**src/rtl/execute_hazard_controller_pkg.sv**
```systemverilog
//============================================================================
// Package     : exec_hazard_pkg
// Description : Shared types for the Execute-stage hazard controller:
//               forward-select encoding, the pipeline slot record and the
//               hazard FSM state encoding, plus a slot/operand match helper.
// Revision    : 1.0 - initial release
//============================================================================
`default_nettype none

package exec_hazard_pkg;

  // Register index width carried in every slot. The top-level
  // REG_ADDR_WIDTH parameter defaults to this value and must track it.
  localparam int SLOT_ADDR_WIDTH = 4;

  typedef enum logic [1:0] {
    FWD_REG = 2'b00,
    FWD_WB  = 2'b01,
    FWD_M   = 2'b10
  } fwd_sel_t;

  typedef struct packed {
    logic                       valid;
    logic [SLOT_ADDR_WIDTH-1:0] src1;
    logic [SLOT_ADDR_WIDTH-1:0] src2;
    logic                       src1_vec;
    logic                       src2_vec;
    logic                       use_src2;
    logic [SLOT_ADDR_WIDTH-1:0] dst;
    logic                       dst_vec;
    logic                       reg_write;
    logic                       mem_read;
  } slot_t;

  typedef enum logic [1:0] {
    RUN      = 2'd0,
    BUBBLE   = 2'd1,
    MEM_WAIT = 2'd2
  } hz_state_t;

  localparam slot_t EMPTY_SLOT = '0;

  // True when slot s will write register idx of the given kind.
  function automatic logic slot_writes(input slot_t s,
                                       input logic [SLOT_ADDR_WIDTH-1:0] idx,
                                       input logic is_vec);
    return s.valid && s.reg_write && (s.dst == idx) && (s.dst_vec == is_vec);
  endfunction

endpackage

`default_nettype wire

```
**src/rtl/execute_hazard_controller_fwd_select.sv**
```systemverilog
//============================================================================
// Module      : fwd_select
// Description : Chooses the source of one Execute operand. Compares the
//               operand against the M and WB slots; M wins because it holds
//               the newer value.
// Ports       : m_slot, wb_slot - registered M / WB pipeline slots
//               idx, is_vec     - operand register index and kind
//               used            - operand is really read and belongs to the
//                                 register file this selector steers
//               sel             - FWD_M / FWD_WB / FWD_REG
// Revision    : 1.0 - initial release
//============================================================================
`default_nettype none

module fwd_select
  import exec_hazard_pkg::*;
(
  input  slot_t                      m_slot,
  input  slot_t                      wb_slot,
  input  logic [SLOT_ADDR_WIDTH-1:0] idx,
  input  logic                       is_vec,
  input  logic                       used,
  output fwd_sel_t                   sel
);

  // Scalar r0 is hard-wired, so it never takes a forwarded value.
  logic eligible;
  assign eligible = used && (is_vec || (idx != '0));

  always_comb begin
    sel = FWD_REG;
    if (eligible && slot_writes(m_slot, idx, is_vec)) begin
      sel = FWD_M;
    end else if (eligible && slot_writes(wb_slot, idx, is_vec)) begin
      sel = FWD_WB;
    end
  end

  // Source-side fields of the slots play no part in forwarding.
  logic unused_fields;
  assign unused_fields = ^{m_slot.src1, m_slot.src2, m_slot.src1_vec,
                           m_slot.src2_vec, m_slot.use_src2, m_slot.mem_read,
                           wb_slot.src1, wb_slot.src2, wb_slot.src1_vec,
                           wb_slot.src2_vec, wb_slot.use_src2, wb_slot.mem_read};

endmodule

`default_nettype wire

```
**src/rtl/execute_hazard_controller.sv**
```systemverilog
//============================================================================
// Module      : execute_hazard_controller
// Description : Tracks in-flight destinations for EX, M and WB, drives the
//               four Execute forward selectors, and steers the pipeline
//               registers on load-use hazards, memory waits and flushes.
// Ports       : clk, rst_n            - clock, async active-low reset
//               id_*                  - decoded fields of the ID instruction
//               flush                 - discard the ID instruction
//               mem_ready             - memory finishes the M access now
//               data{1,2}{Scalar,Vector}ForwardSelector - EX operand source
//               stall_fetch           - hold PC and IF/ID
//               bubble_ex             - load a NOP into ID/EX
//               freeze_all            - hold ID/EX, EX/M and M/WB
// Revision    : 1.0 - initial release
//============================================================================
`default_nettype none

module execute_hazard_controller
  import exec_hazard_pkg::*;
#(
  parameter int REG_ADDR_WIDTH = SLOT_ADDR_WIDTH
) (
  input  logic                      clk,
  input  logic                      rst_n,
  input  logic                      id_valid,
  input  logic [REG_ADDR_WIDTH-1:0] id_src1,
  input  logic [REG_ADDR_WIDTH-1:0] id_src2,
  input  logic                      id_src1_vec,
  input  logic                      id_src2_vec,
  input  logic                      id_use_src2,
  input  logic [REG_ADDR_WIDTH-1:0] id_dst,
  input  logic                      id_dst_vec,
  input  logic                      id_reg_write,
  input  logic                      id_mem_read,
  input  logic                      flush,
  input  logic                      mem_ready,
  output logic [1:0]                data1ScalarForwardSelector,
  output logic [1:0]                data2ScalarForwardSelector,
  output logic [1:0]                data1VectorForwardSelector,
  output logic [1:0]                data2VectorForwardSelector,
  output logic                      stall_fetch,
  output logic                      bubble_ex,
  output logic                      freeze_all
);

  slot_t     ex_slot, m_slot, wb_slot;
  slot_t     id_slot;
  hz_state_t state, state_next;
  logic      load_use;
  logic      m_load_pending;
  logic      freeze;
  logic      bubble;

  //--------------------------------------------------------------------------
  // Slot image of the instruction in ID
  //--------------------------------------------------------------------------
  always_comb begin
    id_slot           = EMPTY_SLOT;
    id_slot.valid     = id_valid && !flush;
    id_slot.src1      = SLOT_ADDR_WIDTH'(id_src1);
    id_slot.src2      = SLOT_ADDR_WIDTH'(id_src2);
    id_slot.src1_vec  = id_src1_vec;
    id_slot.src2_vec  = id_src2_vec;
    id_slot.use_src2  = id_use_src2;
    id_slot.dst       = SLOT_ADDR_WIDTH'(id_dst);
    id_slot.dst_vec   = id_dst_vec;
    id_slot.reg_write = id_reg_write;
    id_slot.mem_read  = id_mem_read;
  end

  //--------------------------------------------------------------------------
  // Hazard detection
  //--------------------------------------------------------------------------
  // A load in EX whose result an ID source needs cannot be forwarded in
  // time; one bubble lets it reach WB before the consumer enters EX.
  assign load_use = id_valid && ex_slot.mem_read &&
                    (slot_writes(ex_slot, id_slot.src1, id_src1_vec) ||
                     (id_use_src2 && slot_writes(ex_slot, id_slot.src2, id_src2_vec)));

  assign m_load_pending = m_slot.valid && m_slot.mem_read && !mem_ready;

  // The hazard response is applied in the cycle the condition is seen so the
  // consumer is held in ID; state records which response is in progress.
  always_comb begin
    freeze     = 1'b0;
    state_next = RUN;
    case (state)
      MEM_WAIT: freeze = !mem_ready;  // the stalled load is still in M
      default:  freeze = m_load_pending;
    endcase
    // Freeze outranks everything; a flushed ID needs no bubble.
    bubble = !freeze && !flush && load_use;
    if (freeze) begin
      state_next = MEM_WAIT;
    end else if (bubble) begin
      state_next = BUBBLE;
    end
  end

  //--------------------------------------------------------------------------
  // Slot pipeline and state
  //--------------------------------------------------------------------------
  always_ff @(posedge clk or negedge rst_n) begin
    if (!rst_n) begin
      state   <= RUN;
      ex_slot <= EMPTY_SLOT;
      m_slot  <= EMPTY_SLOT;
      wb_slot <= EMPTY_SLOT;
    end else begin
      state <= state_next;
      if (!freeze) begin
        wb_slot <= m_slot;
        m_slot  <= ex_slot;
        ex_slot <= bubble ? EMPTY_SLOT : id_slot;
      end
    end
  end

  //--------------------------------------------------------------------------
  // Forward selectors: each register file only sees operands of its kind
  //--------------------------------------------------------------------------
  fwd_sel_t sel_s1, sel_s2, sel_v1, sel_v2;

  fwd_select u_fwd_s1 (
    .m_slot (m_slot),
    .wb_slot(wb_slot),
    .idx    (ex_slot.src1),
    .is_vec (1'b0),
    .used   (!ex_slot.src1_vec),
    .sel    (sel_s1)
  );

  fwd_select u_fwd_s2 (
    .m_slot (m_slot),
    .wb_slot(wb_slot),
    .idx    (ex_slot.src2),
    .is_vec (1'b0),
    .used   (ex_slot.use_src2 && !ex_slot.src2_vec),
    .sel    (sel_s2)
  );

  fwd_select u_fwd_v1 (
    .m_slot (m_slot),
    .wb_slot(wb_slot),
    .idx    (ex_slot.src1),
    .is_vec (1'b1),
    .used   (ex_slot.src1_vec),
    .sel    (sel_v1)
  );

  fwd_select u_fwd_v2 (
    .m_slot (m_slot),
    .wb_slot(wb_slot),
    .idx    (ex_slot.src2),
    .is_vec (1'b1),
    .used   (ex_slot.use_src2 && ex_slot.src2_vec),
    .sel    (sel_v2)
  );

  assign data1ScalarForwardSelector = sel_s1;
  assign data2ScalarForwardSelector = sel_s2;
  assign data1VectorForwardSelector = sel_v1;
  assign data2VectorForwardSelector = sel_v2;

  assign stall_fetch = freeze || bubble;
  assign bubble_ex   = bubble;
  assign freeze_all  = freeze;

endmodule

`default_nettype wire
```
**config.mk**
```make
export PLATFORM = sky130hd
export DESIGN_NAME = execute_hazard_controller
export DESIGN_NICKNAME = d
export VERILOG_FILES = /design/src/rtl/execute_hazard_controller_pkg.sv /design/src/rtl/execute_hazard_controller_fwd_select.sv /design/src/rtl/execute_hazard_controller.sv
export SDC_FILE = /design/constraint.sdc
export NUM_CORES = 1
export LEC_CHECK = 0
export CELL_PAD_IN_SITES_DETAIL_PLACEMENT = 0
export CELL_PAD_IN_SITES_GLOBAL_PLACEMENT = 2
export CORE_MARGIN = 8
export CORE_UTILIZATION = 33
export CTS_CLUSTER_DIAMETER = 150
export DETAILED_ROUTE_END_ITERATION = 10
export PLACE_DENSITY_LB_ADDON = 0.1
export SYNTH_ARGS = -nofsm -noshare
export SYNTH_HDL_FRONTEND = slang
export SYNTH_SLANG_ARGS = --single-unit
```
**constraint.sdc**
```tcl
create_clock -name clk -period 3 [get_ports clk]
set_clock_uncertainty 0.05 [all_clocks]
set_input_delay 0.3 -clock clk [delete_from_list [all_inputs] [get_ports clk]]
set_output_delay 0.3 -clock clk [all_outputs]
set_load 0.005 [all_outputs]
```
Word level (Yosys, flattened, before mapping). Index checks and enable logic that the tools add are counted.

Div/mod/pow operators: 0. Bitwise operators: 2. Order comparisons: 0. Reductions and logical operators: 48. Multipliers: 0. Add/sub/neg operators: 0. Shifts and indexed selects: 0. Equality and inequality tests: 9. Mux-type cells: 12.

Operator list (number): logical AND 1 bit (39); == test 4 bit (6); two-way mux 19 bit (1); two-way mux 2 bit (5); nonzero test 4 bit (2); two-way mux 1 bit (6); zero test 1 bit (5); == test 1 bit (2); == test 2 bit (second input constant) (1); logical OR 1 bit (2); NOT 1 bit (2).

Memory bits (writable): 0. Logic and storage cells: 91. Bits of input ports: 23. Output and inout bits: 11. Memories kept: 0. ROM bits: 0. Register bits after elaboration: 36. Latch bits: 0.

Depth between registers and ports, before layout.
Word-level depth: 9. Depth in mapped cells: 6. Mapped depth without buffers: 5.

Modules after synthesis. A second synthesis with hierarchy kept.

Cell total of the unflattened synthesis: 350. Area, all modules: 3059.2 um^2.

Modules (own cells, without submodules): execute_hazard_controller (sequential area each 1476.4 um^2, area each 2463.6 um^2, cells an instance 278, times used 1); fwd_select (sequential area each 0.0 um^2, area each 148.9 um^2, cells an instance 18, times used 4).

Worst setup path before layout. OpenSTA, ideal clock, no wires.

Path type: register to output. From: reg ex_slot[4] in the netlist's numbering. To: out bubble_ex. Setup slack: 1.391 ns. Data arrival time: 1.259 ns. Path buffers: 1. Cell stages (with the launch flop): 6. Cells stage by stage: dfrtp_1 -> xnor2_1 -> nand2_1 -> o32ai_2 -> buf_4 -> and2_1.

Cells in the longest elaborated chain, start to end: 7.

Ends and longest elaborated chain: start: declaration (RTL line execute_hazard_controller.sv:46) `slot_t ex_slot, m_slot, wb_slot;`; start signal: assignment (RTL line execute_hazard_controller.sv:114) `ex_slot <= bubble ? EMPTY_SLOT : id_slot;`; == test 4 bit (RTL line execute_hazard_controller_pkg.sv:47) `return s.valid && s.reg_write && (s.dst == idx) && (s.dst_vec == is_vec);`; logical AND 1 bit (2 in a row) (RTL line execute_hazard_controller_pkg.sv:47); logical AND 1 bit (RTL line execute_hazard_controller.sv:78) `(id_use_src2 && slot_writes(ex_slot, id_slot.src2, id_src2_vec)));`; logical OR 1 bit * (RTL line execute_hazard_controller.sv:77) `(slot_writes(ex_slot, id_slot.src1, id_src1_vec) ||`; logical AND 1 bit * (RTL line execute_hazard_controller.sv:76) `assign load_use = id_valid && ex_slot.mem_read &&`; logical AND 1 bit * (RTL line execute_hazard_controller.sv:92) `bubble = !freeze && !flush && load_use;`; end: declaration (RTL line execute_hazard_controller.sv:42) `output logic bubble_ex,`.

Mark *: on every way between the ends. The rest lies on a longest branch, timed or not.

Worst setup path in the final report.
From: in id_valid. To: out bubble_ex.

Cells in the longest elaborated chain, start to end: 3.

Ends and longest elaborated chain: start: declaration (RTL line execute_hazard_controller.sv:25) `input logic id_valid,`; logical AND 1 bit (2 in a row) (RTL line execute_hazard_controller.sv:76); logical AND 1 bit (RTL line execute_hazard_controller.sv:92).

Every way passes these cells.

==> summary.md <==
| Metric | Value |
|---|---|
| Final net count | `around 280` |
| Routed WL | `~4.8 mm` |
| Routed via count | `around 1500` |
| Diode count | `0` |
| CP delay by family, top | `buffers and inverters` |
| Worst hold margin | `between 0.3 and 0.4 ns` |
| Hold Fails Final Rpt | `0` |
| Hold Buf Count CTS | `0` |
| # port buffers | `33` |
| First-pass GRT wire length | `8.211 mm` |
| Critical-path cell list | `clkdlybuf4s50_1, and4_4, nand2b_1, o32ai_2, buf_4, and2_1, clkdlybuf4s50_1` |
| Startpoint class of the critical path | `input port` |
| Sequential share of the synthesized area | `between 40% and 50%` |
| Critical R2R Capture | `ex_slot[9]` |
| Slew Viols, Final | `0` |
| Hold/Removal Path Class | `in2async` |
| Worst-Margin Slew | `between 0.4 and 0.5 ns` |
| Clk pwr share | `between 20% and 30%` |
| Post-CTS sizing | `0` |
| Placed cell area | `approximately 0.0023 mm2` |
| TritonCTS Buffers | `5` |
| Tcrit/Tclk final | `between 80 and 90%` |
| Tmin final | `between 2 and 3 ns` |
| Max-cap violations | `0` |
| Synthesized area | `about 0.0019 mm2` |
| Pwr dens | `between 500 and 600 mW/mm2` |
| WP data arrival | `~2.3 ns` |
| Synth Warn # | `0` |
| Switching pwr | `between 0.3 and 0.4 mW` |
| Synth top area share | `48.62%` |
| Wirelength per Cell | `14.67 um` |
| H-tree level count | `2` |
| Worst path most repeated cell | `clkdlybuf4s50_1` |
| Overall global routing resource usage | `around 12%` |
| Detail Placement HPWL | `approximately 3.6 mm` |
| Synth top area cells | `dfrtp_1 49%, nand2_1 15%, xnor2_1 9.0%, o21ai_0 5.9%, xor2_1 1.9%` |
| Starting DRT DRC Count | `between 50 and 60` |
| Kind of critical path | `in2out` |
| Post-Syn Nets | `approximately 240` |
| CTS tree | `yes` |
| Initial antenna violation count | `0` |
| Post-route ant nets | `0` |
| Setup_tns | `0 ns` |
| Residual DRC count | `0` |
| Largest net degree at the start of global routing | `37` |
| Total power | `1.305 mW` |
| CP Capture Type | `primary output` |
| Final instance area | `between 0.002 and 0.0025 mm2` |
| Critical Path Sink | `bubble_ex` |
| Final worst slack | `roughly 0.4 ns` |
| Die Wd | `90.94 um` |
| Global route overflow | `0` |
| Leakage | `1.029 nW` |
| Vias in the first global route | `~1600` |
| Worst IR Drop VDD | `approximately 230 uV` |
| Reg-to-reg setup timing slack | `approximately 1.3 ns` |
| Setup crit start | `id_valid` |
| Worst-path clk slew | `roughly 0.07 ns` |
| Final GP Congestion | `roughly 0.73` |
| Bufs on Longest Clock Path | `2` |
| Internal | `between 0.9 and 1 mW` |
| R2r startpoint | `ex_slot[3]` |
| Synthesized flop and latch total | `36` |
| Die H | `between 90 and 100 um` |
| Pre-CTS setup slack | `0.3840 ns` |
| Slew HR | `69.00%` |
| WP buf/inv | `3` |
| Area grow syn2layout | `28.43%` |
| Status | `completed` |
| Worst reg-to-reg path cell count | `6` |
| Crit-path max cell delay | `about 0.5 ns` |
| Clock sinks | `36` |
| Synth cell types | `31` |
| Die area | `0.008269 mm2` |
| RSZ-0062 raised after global routing | `no` |
| Highest clock rate | `about 380 MHz` |
| Util after Layout | `approximately 43%` |
| Initial DRT Pass Iterations | `4` |
| IO Pins | `34` |
| WP data required | `roughly 2.7 ns` |
| Placed Cells incl. Taps | `roughly 320` |
| Clock Latency Late Sink | `~0.28 ns` |
| Synth Instances | `215` |
| CTS Root Buffer Type | `clkbuf_8` |
| Yosys top cell by area | `dfrtp_1` |
| Number of cells on the critical path | `7` |
| Final Non-Filler Cells | `about 330` |
| Row count | `27` |
| Mean Syn Cell Area | `approximately 8.6 um2` |
| Layout cells sized above 1 | `under 10%` |
| Filler Cell Count | `590` |
| Combinational cell fraction of total power | `roughly 22%` |
| Sw Share | `between 30% and 40%` |
| Sequential Power Share | `between 50% and 60%` |
| Crit Path Max Fanout | `4` |
| Core area | `between 0.005 and 0.006 mm2` |
| Final setup vio count | `0` |
| Starting Density | `33.86%` |
| Via density | `between 4 and 5` |
| CP max stage cell | `clkdlybuf4s50_1` |
| Post-CTS setup buffer count | `0` |
[area by class of cell]
class                      count  area (um2)  share of cell area (%)
clock buffer                   7       96.34                   4.048
inverter                       7       26.28                   1.104
multi-input combinational    162       875.8                   36.80
sequential                    36       900.9                   37.85
tap                           72       90.09                   3.785
timing repair buffer          41       390.4                   16.40
[how the worst min path moves through the flow]
stage / to / slack (ns) / depth (start not counted)
2_1_floorplan: ex_slot[0] / -0.05 / 0
3_3_place_gp: wb_slot[1] / 0.40 / 2
3_5_place_dp: m_slot[0] / 0.41 / 2
4_1_cts: ex_slot[3] / 0.40 / 2
5_1_grt: ex_slot[3] / 0.43 / 2
6_report: ex_slot[3] / 0.38 / 2
[metal layers]
layer  track usage [%]  share of wire, %  vias up
met2             18.38                44       34
met1             16.25                50      674
li1                  -                 -      787
met5                 0                 0        -
met3             3.621               4.8        4
met4             3.274              0.80        0
[cell families after synthesis]
logic type,synth area share [%]
AND/OR/NAND/NOR,25.52
AO/OA/AOI/OAI,10.87
flip-flops,48.62
XOR/XNOR,10.87
buffers and inverters,4.119
[cell usage after synthesis]
cell type,number
nor2_1,3
dfrtp_1,36
o211a_1,1
nor3b_1,1
and2_1,2
a211oi_1,2
o22ai_1,4
o21ai_0,22
clkbuf_1,4
o32ai_2,1
or4_1,1
nand4_1,3
or3_1,1
inv_1,7
nand4b_1,1
a21o_1,1
nor4_1,2
nand3_1,6
nand2_1,73
and3_1,3
buf_2,4
nand3b_1,2
and4_4,1
xor2_1,4
nand2b_1,2
or2_2,1
xnor2_1,19
a222oi_1,1
buf_4,2
nor3_1,4
a22oi_1,1
[power by group through the flow]
stage               sequential (mW)  clock [mW]  combinational (mW)
CTS                           0.656       0.379               0.290
floorplan                     0.634           0               0.200
global placement              0.666           0               0.288
finish                        0.655       0.366               0.284
detailed placement            0.665           0               0.289
global route                  0.668       0.395               0.324
[sequential cells by signal (all words and copies together) (netlist names)]
| name | cells |
|---|---|
| ex_slot | 19 |
| m_slot | 8 |
| wb_slot | 7 |
| state | 2 |
[layout by cell type, fill, tap and decap left out, types with 6 or more instances in the layout]
cell | netlist | layout
o21ai_0 | 22 | 22
clkbuf_8 | 0 | 7
nand3_1 | 6 | 6
xnor2_1 | 19 | 19
buf_4 | 2 | 8
dfrtp_1 | 36 | 36
clkdlybuf4s50_1 | 0 | 33
nand2_1 | 73 | 73
inv_1 | 7 | 7
Note: power is estimated with default switching activity, not from simulation.
